===== src/rtl/clk_div.sv =====
// Programmable integer clock divider (even/odd ratios) with an enable.
// Ratios 0 and 1, or enable low, pass the reference clock straight through.
module clk_div #(
  parameter int unsigned WIDTH = 4
) (
  input  logic             i_ref_clk,
  input  logic             i_rst_n,
  input  logic             i_clk_en,
  input  logic [WIDTH-1:0] i_div_ratio,
  output logic             o_div_clk
);

  logic [WIDTH-1:0] counter;
  logic             div_reg;
  logic             divide;
  logic [WIDTH-1:0] thresh;

  // Last counter value of the current phase; odd ratios get the longer low phase.
  function automatic logic [WIDTH-1:0] phase_thresh(input logic [WIDTH-1:0] ratio,
                                                    input logic            level);
    logic [WIDTH-1:0] half;
    half = ratio >> 1;
    if (ratio[0] && !level) phase_thresh = half;
    else                    phase_thresh = half - WIDTH'(1);
  endfunction

  assign divide = i_clk_en && (i_div_ratio >= WIDTH'(2));
  assign thresh = phase_thresh(i_div_ratio, div_reg);

  // i_rst_n is active-high despite its name.
  always_ff @(posedge i_ref_clk or posedge i_rst_n) begin
    if (i_rst_n) begin
      counter <= '0;
      div_reg <= 1'b0;
    end else if (!divide) begin
      counter <= '0;
      div_reg <= 1'b0;
    end else if (counter >= thresh) begin
      // >= so a ratio decrease mid-phase ends the phase on this edge
      counter <= '0;
      div_reg <= ~div_reg;
    end else begin
      counter <= counter + WIDTH'(1);
    end
  end

  assign o_div_clk = divide ? div_reg : i_ref_clk;

endmodule


===== config.mk =====
export PLATFORM = sky130hd
export DESIGN_NAME = clk_div
export DESIGN_NICKNAME = d
export VERILOG_FILES = /design/src/rtl/clk_div.sv
export SDC_FILE = /design/constraint.sdc
export NUM_CORES = 1
export LEC_CHECK = 0
export CORE_AREA = 2 2 39 41
export CTS_CLUSTER_SIZE = 14
export DETAILED_ROUTE_END_ITERATION = 12
export DIE_AREA = 0 0 41 43
export GPL_TIMING_DRIVEN = 0
export PLACE_DENSITY_LB_ADDON = 0.08
export SETUP_SLACK_MARGIN = 0.5
export SYNTH_ARGS = -nofsm -noshare
export SYNTH_HDL_FRONTEND = slang
export SYNTH_SLANG_ARGS = --single-unit

===== constraint.sdc =====
create_clock -name i_ref_clk -period 5.3 [get_ports i_ref_clk]
set_clock_uncertainty 0.15 [all_clocks]
set_input_delay 1.06 -clock i_ref_clk [delete_from_list [all_inputs] [get_ports i_ref_clk]]
set_output_delay 1.06 -clock i_ref_clk [all_outputs]
set_load 0.005 [all_outputs]

==> qor.yml, run 1 <==
status: "completed"
switching_share_pct: 29.6
synth_area_leaders: "dfrtp_1, ha_1, a2111oi_4, nand2_1, inv_1"
pre_cts_ws_ps: 939
yosys.area.top_type: "dfrtp_1"
grt_usage_pct: 12.8
drtIter0Drc: 7
rsz0062_at_grt: "no"
core_area_um2: 1380
gp_congestion: 0.648
die_w_um: 41
holdPathEnd: "counter[0]"
crit_type: "clk -> out"
critical_path.startpoint: "i_ref_clk"
grt_pass1_vias: 358
rrSetupSlack_ps: 3190
required_ps: 4090
path_clk_slew_ps: 40
remaining_drc_errors: 0
power_frac_seq_pct: 24.7
reg2regPathDepth: 7
die_area_um2: 1760
cts_tree: "done"
antenna_found_initial: 0
hold_class: "reg -> reg"
cp_data_arrival_time_ps: 3410
synth_fp_nets: 57
post-cts-setup-buffers: 0
gr-usage-met3_pct: 7.85
p_comb_share_pct: 29.0
synthDistinctLibCells: 19
slowest_stage: "clkdlybuf4s50_1"
top_usage_layer: "met4"
ys_seq_area_share_pct: 31.1
boundaryPins: 8
area_growth_pct: 34.5
synth_area_um2: 403
peakVddDrop_mv: 0.130
largest_reg_flops: 4
postLayoutSetupSlackWorst_ps: 676
syn_area_per_cell_um2: 9.16
drv_slew: 0
rows: 14
p_sw_uw: 57.8
p_leak_nw: 0.261
internal_power_uw: 137
hold_buffers: 0
post_drt_wl_per_cell_um: 9.96
setup_viol: 0
cp_cell_sequence: "clkbuf_4 -> clkbuf_4 -> nand2_1 -> nand2_1 -> clkdlybuf4s50_1"
min_path_cells: 1
dp_hpwl_um: 575
ant_nets: 0
final_net_count: 72
start_util_pct: 29.1
cp_num_buf_inv: 3
drt_pass1_iterations: 4
port_buffers: 7
yosysWarningCount: 0
cap_violations: 0
crit_path_start_kind: "clock port"
max_stage_delay_ps: 440
grt-ovfl-total: 0
wl_um: 737
drive_above_1_share_pct: 15.5
clk_latency_ps: 350
cts_resized: 0
powerDensity_nw_per_um2: 360
hold_start: "counter[0]"
hold_violations: 0
slew_headroom_pct: 76.2
r2r_end: "div_reg"
grt_max_degree: 6
synthCells: 44
grt_pass1_wl_mm: 1.32
fin_setup_tns_ps: 0
vias_per_cell: 4.51
antenna_cells: 0
use_met2_pct: 15.0
die_h_um: 43
critPathMaxFanout: 2
hold_ws_ps: 345
worst_slew_pin_slew_ps: 355
clkPwrFrac_pct: 46.3
synth_top_area_share_pct: 31.1
r2r_start: "div_reg"
cp_top_family: "buffers and inverters"
worstSetupEndpointType: "primary output"
vias: 334
ys_ff_latch: 5
met1_usage_pct: 11.8
[final cells by class]
cell class,instances,area (um^2)
clock buffers,8,58.8
fillers,141,842
inverters,5,18.8
multi-input cells,34,259
flip-flops and latches,5,125
well taps,16,20.0
repair buffers,6,60.1
[through the flow]
stage	instance area [um^2]	power, mW	util [%]	instances
3_5_place_dp	493	0.120	35.6	67
4_1_cts	542	0.200	39.2	74
5_1_grt	542	0.213	39.2	74
6_report	542	0.195	39.2	74
2_1_floorplan	403	0.0985	-	44
3_3_place_gp	493	0.118	35.6	67
[how the worst max path moves through the flow]
stage	endpoint	slack [ps]	depth (start not counted)
finish	o_div_clk	680	5
global route	o_div_clk	650	5
CTS	o_div_clk	660	5
detailed placement	o_div_clk	940	3
global placement	o_div_clk	940	3
floorplan	o_div_clk	1350	2
[cells in the final DEF (no fill, tap or decap), drive strengths merged]
cell type | netlist | routed
a2111oi | 1 | 1
a21oi | 1 | 1
clkbuf | 0 | 7
clkdlybuf4s50 | 0 | 7
dfrtp | 5 | 5
ha | 6 | 6
inv | 5 | 5
nand2 | 6 | 6
nand2b | 3 | 3
nand3 | 1 | 1
nor2 | 5 | 5
nor2b | 1 | 1
nor3 | 1 | 1
o21a | 1 | 1
o21ai | 3 | 3
or3 | 1 | 1
xnor2 | 2 | 2
xor2 | 2 | 2
[worst register-to-register path, cell delays in order (launching register included)]
cell,delay [ps]
dfrtp_1,390
nand2b_1,220
xnor2_1,160
ha_1,270
nand2b_4,140
a2111oi_4,430
or3_1,180
a21oi_1,60
[cell usage after synthesis]
cell       instances
nand2b_1           2
inv_1              5
nand3_1            1
nand2b_4           1
nor2_1             5
or3_1              1
nand2_1            6
ha_1               6
xor2_1             2
o21ai_1            1
o21ai_2            1
a2111oi_4          1
nor3_1             1
xnor2_1            2
a21oi_1            1
dfrtp_1            5
o21ai_0            1
o21a_1             1
nor2b_1            1
[power groups by stage]
| stage | clock network (mW) | registers, mW | logic, mW |
|---|---|---|---|
| finish | 0.0904 | 0.0483 | 0.0566 |
| global route | 0.0999 | 0.0493 | 0.0640 |
| CTS | 0.0940 | 0.0483 | 0.0574 |
| detailed placement | 0.0139 | 0.0489 | 0.0572 |
| global placement | 0.0139 | 0.0489 | 0.0555 |
| floorplan | 0.00493 | 0.0477 | 0.0459 |
[per-layer routing]
metal | wire length [um] | vias to the layer above
met5 | 0 | -
met4 | 17 | 0
met3 | 20 | 3
met2 | 375 | 4
met1 | 324 | 155
li1 | - | 172
[logic make-up (layout without fill, tap and decap cells)]
logic type      count (synthesis)  count (layout)  synth area share [%]
compound gates                  6               6                  14.6
xor+xnor                        4               4                  8.70
fa+ha+maj                       6               6                  18.6
buf+inv                         5              19                  4.66
flops                           5               5                  31.1
simple gates                   18              18                  22.4
Power figures use the tool's default switching activity.
==> run 2: changes to the inputs <==
--- a/config.mk
+++ b/config.mk
@@ -11,7 +11,6 @@
 export DIE_AREA = 0 0 41 43
 export GPL_TIMING_DRIVEN = 0
 export PLACE_DENSITY_LB_ADDON = 0.08
-export SETUP_SLACK_MARGIN = 0.5
 export SYNTH_ARGS = -nofsm -noshare
 export SYNTH_HDL_FRONTEND = slang
 export SYNTH_SLANG_ARGS = --single-unit
==> constraint.sdc (replaced) <==
create_clock -name i_ref_clk -period 5.9 [get_ports i_ref_clk]
set_clock_uncertainty 0.15 [all_clocks]
set_input_delay 1.18 -clock i_ref_clk [delete_from_list [all_inputs] [get_ports i_ref_clk]]
set_output_delay 1.18 -clock i_ref_clk [all_outputs]
set_load 0.005 [all_outputs]
==> results of run 2 <==
The final DEF is identical to that of run 1. Status: completed.
Among the figures that moved: setup slack after placement 939 ps -> 1120 ps; setup slack after layout 676 ps -> 856 ps; register-to-register setup slack 3190 ps -> 3790 ps; total power 0.195 mW -> 0.175 mW; worst IR drop on VDD 0.130 mV -> 0.116 mV
==> run 3: changes to the inputs <==
--- a/config.mk
+++ b/config.mk
@@ -14,3 +14,4 @@
 export SYNTH_ARGS = -nofsm -noshare
 export SYNTH_HDL_FRONTEND = slang
 export SYNTH_SLANG_ARGS = --single-unit
+export TNS_END_PERCENT = 1
==> results of run 3 <==
The final DEF is identical to that of run 1. Status: completed.
Among the figures that moved: setup slack after placement 939 ps -> 1120 ps; setup slack after layout 676 ps -> 856 ps; register-to-register setup slack 3190 ps -> 3790 ps; total power 0.195 mW -> 0.175 mW; worst IR drop on VDD 0.130 mV -> 0.116 mV
